File: config.mk
export PLATFORM = sky130hd
export DESIGN_NAME = merge32_stream_out
export DESIGN_NICKNAME = d
export VERILOG_FILES = /design/src/rtl/merge32_stream_out_pkg.sv /design/src/rtl/merge_snapshot_mux.sv /design/src/rtl/merge32_stream_out.sv
export SDC_FILE = /design/constraint.sdc
export NUM_CORES = 1
export LEC_CHECK = 0
export CAP_MARGIN = 20
export CORE_UTILIZATION = 55
export DETAILED_ROUTE_END_ITERATION = 8
export PLACE_DENSITY = 0.91
export SKIP_CTS_REPAIR_TIMING = 1
export SLEW_MARGIN = 25
export SYNTH_ARGS = -nofsm -noshare
export SYNTH_HDL_FRONTEND = slang
export SYNTH_HIERARCHICAL = 1
export SYNTH_SLANG_ARGS = --single-unit
File: constraint.sdc
create_clock -name clk -period 5.4 [get_ports clk]
set_clock_uncertainty 0.2 [all_clocks]
set_input_delay 0.81 -clock clk [delete_from_list [all_inputs] [get_ports clk]]
set_output_delay 0.81 -clock clk [all_outputs]
set_load 0.01 [all_outputs]
File: src/rtl/merge32_stream_out_pkg.sv
// Shared types for the merge32 output streamer.
// Holds the FSM state encoding and default geometry of the merge network.
package merge32_stream_out_pkg;

  // Default geometry: 2n = 32 keys of 3 bits each.
  localparam int unsigned WIDTH_DEF = 3;
  localparam int unsigned N_DEF     = 16;
  localparam int unsigned IDXW_DEF  = 5;

  typedef enum logic [1:0] {
    ST_IDLE   = 2'd0,
    ST_STREAM = 2'd1,
    ST_DONE   = 2'd2
  } state_e;

endpackage

File: src/rtl/merge_snapshot_mux.sv
// Snapshot register for one merged frame plus the element read mux.
// Ports:
//   clk, rst_n  - clock, asynchronous active-low reset (clears the snapshot)
//   cap_en      - capture c_in into the snapshot this cycle
//   c_in        - merged frame, element i at [(i+1)*WIDTH-1 : i*WIDTH]
//   rd_idx      - element position to read
//   rd_data_c   - combinational read of snapshot[rd_idx]
module merge_snapshot_mux #(
  parameter int unsigned WIDTH = 3,
  parameter int unsigned N2    = 32,
  parameter int unsigned IDXW  = 5
) (
  input  logic                  clk,
  input  logic                  rst_n,
  input  logic                  cap_en,
  input  logic [N2*WIDTH-1:0]   c_in,
  input  logic [IDXW-1:0]       rd_idx,
  output logic [WIDTH-1:0]      rd_data_c
);

  logic [WIDTH-1:0] snap [N2];

  // Frame capture register.
  always_ff @(posedge clk or negedge rst_n) begin
    if (!rst_n) begin
      for (int i = 0; i < int'(N2); i++) snap[i] <= '0;
    end else if (cap_en) begin
      for (int i = 0; i < int'(N2); i++) snap[i] <= c_in[i*WIDTH +: WIDTH];
    end
  end

  assign rd_data_c = snap[rd_idx];

endmodule

File: src/rtl/merge32_stream_out.sv
// Streams the first K elements of a snapshotted 2n-element merge result over
// valid/ready, ascending or descending, and flags non-monotonic output.
// Ports:
//   clk, rst    - clock, asynchronous active-low reset
//   start       - one-cycle pulse, c_in holds a merged frame
//   c_in        - merged frame, element 0 smallest
//   out_data    - current element          out_index - its snapshot position
//   out_valid   - output element valid     out_ready - sink accepts element
//   out_last    - current element is the K-th of the frame
//   busy        - frame in progress        done      - pulse after last accept
//   overrun     - sticky, start seen while streaming (cleared by reset only)
//   sort_err    - sticky per frame, monotonic check failed
module merge32_stream_out
  import merge32_stream_out_pkg::*;
#(
  parameter int unsigned WIDTH = WIDTH_DEF,
  parameter int unsigned N     = N_DEF,
  parameter int unsigned K     = 2 * N_DEF,
  parameter int unsigned DESC  = 0,
  parameter int unsigned IDXW  = IDXW_DEF
) (
  input  logic                   clk,
  input  logic                   rst,
  input  logic                   start,
  input  logic [2*N*WIDTH-1:0]   c_in,
  output logic [WIDTH-1:0]       out_data,
  output logic [IDXW-1:0]        out_index,
  output logic                   out_valid,
  input  logic                   out_ready,
  output logic                   out_last,
  output logic                   busy,
  output logic                   done,
  output logic                   overrun,
  output logic                   sort_err
);

  localparam int unsigned N2        = 2 * N;
  localparam int unsigned CW        = IDXW + 1;
  localparam int unsigned FIRST_IDX = (DESC != 0) ? N2 - 1 : 0;
  localparam int unsigned FIRST_LSB = FIRST_IDX * WIDTH;
  localparam logic [IDXW-1:0] FIRST_POS = IDXW'(FIRST_IDX);
  localparam logic [CW-1:0]   LAST_CNT  = CW'(K - 1);

  state_e           state, state_d;
  logic [CW-1:0]    count, count_d;
  logic [WIDTH-1:0] prev, prev_d;
  logic [WIDTH-1:0] out_data_d;
  logic [IDXW-1:0]  out_index_d;
  logic             out_valid_d, out_last_d, busy_d, done_d, overrun_d, sort_err_d;

  logic             cap_en;
  logic             accept;
  logic             order_bad;
  logic [IDXW-1:0]  next_pos;
  logic [WIDTH-1:0] next_data_c;
  logic [WIDTH-1:0] first_data;

  assign cap_en   = start && (state != ST_STREAM);
  assign accept   = out_valid && out_ready;
  // Position of the element after the one currently presented.
  assign next_pos = (DESC != 0) ? IDXW'(N2 - 2) - count[IDXW-1:0]
                                : count[IDXW-1:0] + IDXW'(1);
  // The first element comes straight from c_in since the snapshot loads in parallel.
  assign first_data = c_in[FIRST_LSB +: WIDTH];
  // First element of a frame has no predecessor to compare against.
  assign order_bad = (count != '0) &&
                     ((DESC != 0) ? (out_data > prev) : (out_data < prev));

  merge_snapshot_mux #(
    .WIDTH (WIDTH),
    .N2    (N2),
    .IDXW  (IDXW)
  ) u_snap (
    .clk       (clk),
    .rst_n     (rst),
    .cap_en    (cap_en),
    .c_in      (c_in),
    .rd_idx    (next_pos),
    .rd_data_c (next_data_c)
  );

  // Next-state and registered-output logic.
  always_comb begin
    state_d     = state;
    count_d     = count;
    prev_d      = prev;
    out_data_d  = out_data;
    out_index_d = out_index;
    out_valid_d = out_valid;
    out_last_d  = out_last;
    busy_d      = busy;
    done_d      = 1'b0;
    overrun_d   = overrun;
    sort_err_d  = sort_err;

    unique case (state)
      ST_STREAM: begin
        if (start) overrun_d = 1'b1;
        if (accept) begin
          prev_d = out_data;
          if (order_bad) sort_err_d = 1'b1;
          if (out_last) begin
            state_d     = ST_DONE;
            out_valid_d = 1'b0;
            out_last_d  = 1'b0;
            busy_d      = 1'b0;
            done_d      = 1'b1;
          end else begin
            count_d     = count + CW'(1);
            out_index_d = next_pos;
            out_data_d  = next_data_c;
            out_last_d  = ((count + CW'(1)) == LAST_CNT);
          end
        end
      end
      default: begin
        // IDLE and DONE both accept a new frame.
        state_d     = ST_IDLE;
        out_valid_d = 1'b0;
        out_last_d  = 1'b0;
        busy_d      = 1'b0;
        if (start) begin
          state_d     = ST_STREAM;
          count_d     = '0;
          sort_err_d  = 1'b0;
          out_valid_d = 1'b1;
          busy_d      = 1'b1;
          out_index_d = FIRST_POS;
          out_data_d  = first_data;
          out_last_d  = (LAST_CNT == '0);
        end
      end
    endcase
  end

  // State and output registers.
  always_ff @(posedge clk or negedge rst) begin
    if (!rst) begin
      state     <= ST_IDLE;
      count     <= '0;
      prev      <= '0;
      out_data  <= '0;
      out_index <= '0;
      out_valid <= 1'b0;
      out_last  <= 1'b0;
      busy      <= 1'b0;
      done      <= 1'b0;
      overrun   <= 1'b0;
      sort_err  <= 1'b0;
    end else begin
      state     <= state_d;
      count     <= count_d;
      prev      <= prev_d;
      out_data  <= out_data_d;
      out_index <= out_index_d;
      out_valid <= out_valid_d;
      out_last  <= out_last_d;
      busy      <= busy_d;
      done      <= done_d;
      overrun   <= overrun_d;
      sort_err  <= sort_err_d;
    end
  end

endmodule

==> results_dict.tcl, run 1 <==
set metrics [dict create \
    status "finished, final reports clean" \
    irDropWorstVdd_uv 246.6 \
    setup_tns_ns 0 \
    dr.pass1.iters 4 \
    start_kind "flop" \
    worstHoldPathType "in -> async" \
    r2r_slack_ns 1.81 \
    clk_pin_slew_ns 0.06 \
    dp_hpwl_mm 7.652 \
    dieArea_sq_um 9938 \
    cts_tree "done" \
    finalHoldViolCount 0 \
    wl_per_cell_um 19.53 \
    grt_remaining_overflow 0 \
    rows 35 \
    rr_worst_depth 7 \
    crit_path_end_kind "flop" \
    worstMarginPinSlew_ns 0.9598 \
    grt_max_degree 59 \
    vias_per_cell 5.593 \
    critPathSlowestCell "ha_2" \
    drv_slew 0 \
    cp-startpoint "out_index[0]" \
    ys_ff_latch 114 \
    finalSetupViolations 0 \
    ios 114 \
    period_share_pct 66.56 \
    power.density_nw_per_um2 521.7 \
    clk_latency_ns 0.51 \
    worstReg2RegEnd "out_data[0]" \
    synthTopCellsByCount "dfrtp_1, mux2_2, mux4_2" \
    syn_area_per_cell_sq_um 15.76 \
    cts_buffer_depth 2 \
    synthTopCellsByArea "dfrtp_1, mux2_2, mux4_2" \
    synth.top_cell.area_share_pct 54.35 \
    yosys.area.top_type "dfrtp_1" \
    seq_area_frac_synth_pct 54.35 \
    grt_pass1_wl_mm 18.68 \
    initial_core_util_pct 56.80 \
    layout-drive-gt1-share_pct 36.64 \
    async_reset_ff_share_pct 100.0 \
    min_period_ns 3.595 \
    maxCapViolCount 0 \
    critPathMaxFanout 25 \
    setup_ws_ns 1.806 \
    fp.coreArea_sq_um 9240 \
    detail_route.drc_violations 0 \
    antenna_found_initial 0 \
    seq_area_sq_um 2853 \
    gp_congestion 0.8137 \
    cts_buffers 17 \
    root_buffer "clkbuf_8" \
    slew_headroom_pct 35.56 \
    io_buffers 113 \
    htree_levels 4 \
    rsz0062_at_grt "no" \
    drt_iter0_drc 121 \
    crit_required_ns 5.59 \
    vias 3255 \
    p_leak_uw 0.002821 \
    synth_edf_count 0 \
    die_x_um 99.69 \
    grt_usage_pct 25.67 \
    syn_area_sq_um 5249 \
    path_common_cell "mux4_2" \
    fin_nets 545 \
    fmax_mhz 278.2 \
    r2r-start "out_index[0]" \
    arrival_ns 3.78 \
    critPathMaxStageDelay_ns 0.95 \
    synth_flop_cell "dfrtp_1" \
    die-height_um 99.69 \
    area.growth.synth_to_final_pct 32.56 \
    multi_input_area_sq_um 2240 \
    final.fill_count 552 \
    grt_pass1_vias 3637 \
    numClockSinks 114 \
    yosys_warnings 6 \
    worstSetupPathType "reg -> reg" \
    routed_wirelength_mm 11.37 \
    diodes 0 \
    synthCells 333 \
    ys_types 37 \
    synth_fp_nets 438 \
    preCtsSetupSlack_ns 1.774 \
    crit_chain "inv_1 -> ha_2 -> mux4_2 -> mux4_2 -> mux2_2 -> mux2i_1 -> o21ai_1" \
    synth_most_common_cell "dfrtp_1" \
    cp-endpoint "out_data[0]" \
    ant_nets 0 \
]
-- how the worst min path moves through the flow --
stage	start	endpoint	cells past startpoint
final	rst	u_snap/snap[44]	1
after global routing	rst	u_snap/snap[32]	1
after CTS	rst	u_snap/snap[20]	1
after detailed placement	overrun	overrun	1
after floorplan	prev[0]	prev[0]	2
after global placement	overrun	overrun	1
-- worst max-delay path, delay by kind of cell, from the launching register on --
kind	cells	cell delay, ns
muxes	4	1.53
adders and majority gates	1	0.95
DFF	1	0.43
buffers and inverters	1	0.27
AOI/OAI and AO/OA	1	0.07
-- layer usage --
metal / GRT usage (%) / part of all wire (%) / wire [um]
met1: 31.95 / 41 / 4656
met2: 42.86 / 51 / 5850
met3: 8.363 / 6.3 / 711
met4: 8.032 / 1.3 / 146
met5: 0 / 0 / 0
-- per-stage QoR --
| stage | hold WS, ns | power [uW] | area (sq um) | util, % | cells |
|---|---|---|---|---|---|
| after floorplan | 0.2450 | 2285 | 5249 | - | 333 |
| after global placement | 0.2389 | 2567 | 6421 | 69.49 | 550 |
| after detailed placement | 0.2542 | 2625 | 6421 | 69.49 | 550 |
| after CTS | 0.1688 | 3656 | 6958 | 75.30 | 582 |
| after global routing | 0.2074 | 3820 | 6958 | 75.30 | 582 |
| final | 0.1530 | 3630 | 6958 | 75.30 | 582 |
-- flip-flops by register name (all words and copies together) (netlist names) --
register	cells
sort_err	1
count	2
out_index	4
overrun	1
prev	3
u_snap/snap	96
out_last	1
done	1
out_data	3
state	2
-- report_power, final --
| part | switching (uW) | internal [uW] | total (uW) |
|---|---|---|---|
| sequential | 209 | 1160 | 1370 |
| combinational | 450 | 809 | 1260 |
| clock | 395 | 607 | 1000 |
| total | 1050 | 2580 | 3630 |
-- layout make-up --
type                    instances  share of cell area (%)
flip-flops and latches        114                   41.00
multi-input cells             186                   32.19
repair buffers                115                   16.44
clock buffers                  19                   6.060
well taps                     129                   2.320
clock inverters                13                   1.654
inverters                       6                  0.3417
-- cell usage in the layout (no fill, tap or decap), drive strengths merged, types with 2 or more instances in the layout --
master / synthesis / layout
and3: 2 / 2
clkinvlp: 0 / 4
clkinv: 0 / 9
dfrtp: 114 / 114
nand2: 10 / 10
xnor2: 2 / 2
and4bb: 2 / 2
clkbuf: 10 / 19
mux2: 102 / 102
clkdlybuf4s50: 0 / 112
inv: 6 / 5
a21o: 2 / 2
a22o: 5 / 5
nand3: 2 / 2
a21oi: 2 / 2
o21ai: 7 / 7
mux2i: 3 / 3
ha: 5 / 5
buf: 17 / 3
mux4: 30 / 30
-- cells by family (layout without fill, tap and decap cells) --
group	count (synthesis)	in the layout	synth area share [%]
AOI/OAI and AO/OA	18	18	2.479
xor gates and xnor gates	3	3	0.5007
buffers and inverters	33	153	3.385
adders and majority gates	5	5	1.192
and+or+nand+nor	25	25	2.765
muxes	135	135	35.33
DFF	114	114	54.35
(Power assumes the default switching activity.)
==> run 2, diff against run 1 <==
--- a/config.mk
+++ b/config.mk
@@ -6,9 +6,9 @@
 export NUM_CORES = 1
 export LEC_CHECK = 0
 export CAP_MARGIN = 20
-export CORE_UTILIZATION = 55
+export CORE_UTILIZATION = 51
 export DETAILED_ROUTE_END_ITERATION = 8
-export PLACE_DENSITY = 0.91
+export PLACE_DENSITY = 0.85
 export SKIP_CTS_REPAIR_TIMING = 1
 export SLEW_MARGIN = 25
 export SYNTH_ARGS = -nofsm -noshare
==> constraint.sdc (replaced) <==
create_clock -name clk -period 3.8 [get_ports clk]
set_clock_uncertainty 0.2 [all_clocks]
set_input_delay 0.57 -clock clk [delete_from_list [all_inputs] [get_ports clk]]
set_output_delay 0.57 -clock clk [all_outputs]
set_load 0.01 [all_outputs]
==> run 2 against run 1 <==
Against the previous run:
- clock power rose by 69%
- critical path type unchanged
- sequential power rose by 45%
- routed wire length rose by 5.9%
- power rose by 52%
- first-iteration DRC count rose by 18%
- setup slack got worse by 1.2 ns
- global-route usage fell by 1.3 points
- hold slack improved by 0.11 ns
- clock-buffer cell count rose by 3
- combinational power rose by 46%
- critical path depth rose by 1
==> results_dict.tcl, run 2 (synthesis gave the netlist of run 1 again) <==
set metrics [dict create \
    final_cell_mix "dfrtp_1, clkdlybuf4s50_1, mux2_2, mux4_2, clkbuf_16" \
    reg_top3 "u_snap/snap (96), out_index (4)" \
    power.density_nw_per_um2 768.2 \
    period_share_pct 84.17 \
    dieArea_sq_um 10700 \
    grt_usage_pct 24.39 \
    layout-drive-gt1-share_pct 37.23 \
    ios 114 \
    p_leak_uw 0.002930 \
    grt_remaining_overflow 0 \
    switching_power_uw 1506 \
    routed_wirelength_mm 12.04 \
    initial_core_util_pct 53.21 \
    crit_required_ns 3.97 \
    clk_pin_slew_ns 0.05 \
    slew_headroom_pct 50.90 \
    critPathMaxFanout 16 \
    maxCapViolCount 0 \
    root_buffer "clkbuf_8" \
    ant_nets 0 \
    wl_per_cell_um 20.23 \
    vias 3341 \
    worstSetupPathType "reg -> reg" \
    io_buffers 113 \
    final_common_cell "dfrtp_1" \
    dp_hpwl_mm 8.287 \
    drv_slew 0 \
    antenna_found_initial 0 \
    critical-path-top-delay-family "multiplexers" \
    finalHoldViolCount 0 \
    max_flop_register "u_snap/snap" \
    gp_congestion 0.8240 \
    crit_chain "inv_1 -> ha_2 -> buf_12 -> mux4_2 -> mux4_2 -> mux2_2 -> mux2i_1 -> o21ai_1" \
    pwr-share-seq_pct 36.0 \
    critPathSlowestCell "ha_2" \
    vias_per_cell 5.615 \
    fin_nets 554 \
    worstMarginPinSlew_ns 0.7350 \
    crit_buf_inv 2 \
    fmax_mhz 312.7 \
    grt_pass1_vias 3561 \
    htree_levels 4 \
    fp.coreArea_sq_um 9864 \
    arrival_ns 3.36 \
    worstHoldPathType "reg -> reg" \
    p_comb_share_pct 33.3 \
    grt_pass1_wl_mm 18.60 \
    r2r-start "out_index[1]" \
    min_period_ns 3.198 \
    path_common_cell "mux4_2" \
    crit_path_end_kind "flop" \
    setup_tns_ns 0 \
    status "finished, final reports clean" \
    dr.pass1.iters 6 \
    largest_reg_flops 96 \
    stdcell_count 595 \
    area.growth.synth_to_final_pct 36.52 \
    diodes 0 \
    final.fill_count 611 \
    die-height_um 103.5 \
    drt_iter0_drc 143 \
    swShare_pct 27.36 \
    p_int_uw 3999 \
    finalSetupViolations 0 \
    clock_power_share_pct 30.6 \
    detail_route.drc_violations 0 \
    start_kind "flop" \
    irDropWorstVdd_uv 384.1 \
    cts_buffers 17 \
    rows 36 \
    cts_tree "done" \
    numClockSinks 114 \
    cts_buffer_depth 2 \
    dp.cells 562 \
    cp-startpoint "out_index[1]" \
    critPathMaxStageDelay_ns 0.55 \
    grt_max_degree 55 \
    hold_start "overrun" \
    rsz0062_at_grt "no" \
    clk_latency_ns 0.50 \
    die_x_um 103.5 \
]
==> run 2: cell types whose count changed in the layout (fill, tap and decap cells not counted), sizes merged <==
| cell | before | now |
|---|---|---|
| bufinv | 1 | 5 |
| buf | 3 | 11 |
| clkinv | 9 | 5 |
| clkinvlp | 4 | 1 |
| dlygate4sd3 | 0 | 1 |
| clkbuf | 19 | 22 |
==> run 2: worst paths after layout <==
| check | to | slack (ns) | depth (start not counted) |
|---|---|---|---|
| worst max register to register | out_data[0] | 0.60 | 8 |
| min in group asynchronous | u_snap/snap[41] | 0.37 | 2 |
| worst min-delay path | overrun | 0.26 | 1 |
| max in group asynchronous | u_snap/snap[88] | 2.20 | 4 |
| worst max-delay path | out_data[0] | 0.60 | 8 |
| worst min register to register | overrun | 0.26 | 1 |
==> run 2: metal layers <==
layer  GRT usage (%)  vias to the layer above  wire length, um
li1                -                     1464                -
met1           31.44                     1717             4984
met2           40.24                      137             6105
met3           6.250                       23              707
met4           8.776                        0              241
met5               0                        -                0
==> run 2: layout make-up <==
type	count	area [sq um]	share of cell area, %
multi-input combinational	186	2240	31.26
timing repair buffer	124	1259	17.57
sequential	114	2853	39.81
clock inverter	10	181.4	2.532
inverter	6	23.77	0.3318
tap	133	166.4	2.322
clock buffer	22	442.9	6.181
==> run 2: metrics by stage <==
stage	power, uW	cell area, sq um	utilization (%)	hold slack [ns]	worst slack (ns)
3_5_place_dp	3799	6531	66.21	0.2507	0.7194
2_1_floorplan	3247	5249	-	0.07441	0.7890
6_report	5505	7166	72.64	0.2622	0.6017
5_1_grt	5774	7166	72.64	0.2849	0.4449
3_3_place_gp	3718	6504	65.93	0.2409	0.7609
4_1_cts	5533	7156	72.54	-0.1776	0.6067
==> run 2: power by group through the flow <==
stage	Sequential, uW	Combinational [uW]	Clock (uW)
after floorplan	1840	1410	0
after global placement	1970	1750	0
after detailed placement	1980	1820	0
after CTS	1980	1850	1710
after global routing	2020	1990	1770
final	1980	1840	1690
==> run 3, diff against run 2 <==
--- a/config.mk
+++ b/config.mk
@@ -6,9 +6,9 @@
 export NUM_CORES = 1
 export LEC_CHECK = 0
 export CAP_MARGIN = 20
-export CORE_UTILIZATION = 51
+export CORE_UTILIZATION = 46
 export DETAILED_ROUTE_END_ITERATION = 8
-export PLACE_DENSITY = 0.85
+export PLACE_DENSITY = 0.81
 export SKIP_CTS_REPAIR_TIMING = 1
 export SLEW_MARGIN = 25
 export SYNTH_ARGS = -nofsm -noshare
==> constraint.sdc (replaced) <==
create_clock -name clk -period 2.94 [get_ports clk]
set_clock_uncertainty 0.2 [all_clocks]
set_input_delay 0.441 -clock clk [delete_from_list [all_inputs] [get_ports clk]]
set_output_delay 0.441 -clock clk [all_outputs]
set_load 0.01 [all_outputs]
==> run 3 against run 2 <==
Against the previous run:
- register-to-register slack got worse by 0.49 ns
- final area grew 1.6%
- fmax grew 13%
- combinational power grew 39%
- core utilization shrank 6.4 points
- hold slack gained 0.020 ns
- routed wire length down 1.4%
- via count is 2.2% lower
- critical path type unchanged
==> results_dict.tcl, run 3 (synthesis gave the netlist of run 1 again) <==
set metrics [dict create \
    grt_pass1_vias 3643 \
    largest_reg_flops 96 \
    grt_pass1_wl_mm 19.18 \
    period_share_pct 96.06 \
    io_buffers 113 \
    vias_per_cell 5.381 \
    slew_headroom_pct 44.43 \
    power.density_nw_per_um2 997.6 \
    wl_per_cell_um 19.55 \
    p_leak_uw 0.002980 \
    setup_tns_ns 0 \
    dp_hpwl_mm 8.460 \
    grt_max_degree 67 \
    critPathMaxFanout 9 \
    dpl_cell_area_sq_um 6575 \
    diodes 0 \
    worstMarginPinSlew_ns 0.8335 \
    setup_ws_ns 0.1160 \
    crit_required_ns 3.01 \
    finalHoldViolCount 0 \
    arrival_ns 2.90 \
    finalPower_uw 7259 \
    final.fill_count 763 \
    antenna_found_initial 0 \
    status "finished, final reports clean" \
    die-height_um 108.8 \
    preCtsSetupSlack_ns 0.05551 \
    dr.pass1.iters 4 \
    dp.cells 573 \
    finalSetupViolations 0 \
    htree_levels 4 \
    wl_met2_mm 6.027 \
    irDropWorstVdd_uv 580.1 \
    worstHoldPathType "reg -> reg" \
    dieArea_sq_um 11840 \
    fp.coreArea_sq_um 10980 \
    grt_usage_pct 22.43 \
    initial_core_util_pct 47.79 \
    clk_pin_slew_ns 0.05 \
    die_x_um 108.8 \
    worstSetupPathType "reg -> reg" \
    crit_buf_inv 1 \
    vias 3266 \
    critical-path-top-delay-family "multiplexers" \
    reg_top3 "u_snap/snap (96), out_index (4)" \
    rr_worst_depth 8 \
    cts_tree "done" \
    min_period_ns 2.824 \
    ios 114 \
    detail_route.drc_violations 0 \
    final_common_cell "dfrtp_1" \
    rows 38 \
    area.growth.synth_to_final_pct 38.64 \
    drv_slew 0 \
    hold_start "overrun" \
    gp_congestion 0.7861 \
    grt_remaining_overflow 0 \
    ant_nets 0 \
    crit_path_end_kind "flop" \
    cts_buffers 17 \
    routed_wirelength_mm 11.87 \
    max_flop_register "u_snap/snap" \
    fin_area_sq_um 7277 \
    drt_iter0_drc 110 \
    layout-drive-gt1-share_pct 39.19 \
    wl_met1_mm 5.174 \
    hold_path_depth 1 \
    holdPathEnd "overrun" \
    multi_input_area_sq_um 2260 \
    cts_buffer_depth 2 \
    worstReg2RegEnd "out_data[2]" \
    final_cell_mix "dfrtp_1, clkdlybuf4s50_1, mux2_2, mux4_2, clkbuf_16" \
    maxCapViolCount 0 \
    seq_area_sq_um 2853 \
    wl_met3_um 543 \
    r2r_slack_ns 0.12 \
    fmax_mhz 354.1 \
    clk_latency_ns 0.41 \
    path_common_cell "mux4_2" \
    critPathSlowestCell "mux4_2" \
    start_kind "flop" \
    crit_chain "ha_2 -> xor2_4 -> buf_4 -> mux4_2 -> mux4_2 -> mux2_2 -> mux2i_1 -> o21ai_0" \
    root_buffer "clkbuf_16" \
    critPathMaxStageDelay_ns 0.47 \
    topRoutingLayerUsed "met4" \
    stdcell_count 607 \
    numClockSinks 114 \
    fin_nets 561 \
    r2r-start "out_index[0]" \
]
-- run 3: cell count changes in the layout (fill, tap and decap cells not counted), moves of 2 or more --
| cell | previous run | this run |
|---|---|---|
| clkbuf_1 | 4 | 0 |
| clkbuf_16 | 16 | 18 |
| clkinvlp_4 | 1 | 3 |
| buf_6 | 0 | 2 |
| buf_4 | 8 | 11 |
| buf_12 | 2 | 4 |
-- run 3: worst max-delay path by stage --
| stage | start | to | cells after the start |
|---|---|---|---|
| 2_1_floorplan | out_index[0] | out_data[2] | 9 |
| 3_3_place_gp | out_index[0] | out_data[0] | 8 |
| 3_5_place_dp | out_index[0] | out_data[0] | 8 |
| 4_1_cts | out_index[0] | out_data[0] | 8 |
| 5_1_grt | out_index[0] | out_data[1] | 9 |
| 6_report | out_index[0] | out_data[2] | 8 |
-- run 3: where the power goes --
group	switching, uW	internal (uW)
combinational	868	1690
clock	701	1470
sequential	400	2130
total	1970	5290
-- run 3: layout make-up --
class                   count  share of cell area, %
repair buffers            131                  18.43
multi-input cells         186                  31.05
clock inverters            10                  2.166
flip-flops and latches    114                  39.20
inverters                   6                 0.3267
well taps                 140                  2.407
clock buffers              20                  6.413
-- run 3: per-stage QoR --
step,utilization (%),hold WS [ns]
after detailed placement,59.87,0.2744
after global placement,59.87,0.2418
after floorplan,-,-0.05459
after CTS,65.55,-0.04179
after global routing,66.26,0.3014
final,66.26,0.2820
-- run 3: per-layer routing --
metal	vias to the layer above	track usage, %
met2	92	36.39
met3	9	5.858
met5	-	0
met1	1690	29.47
met4	0	7.336
li1	1475	-
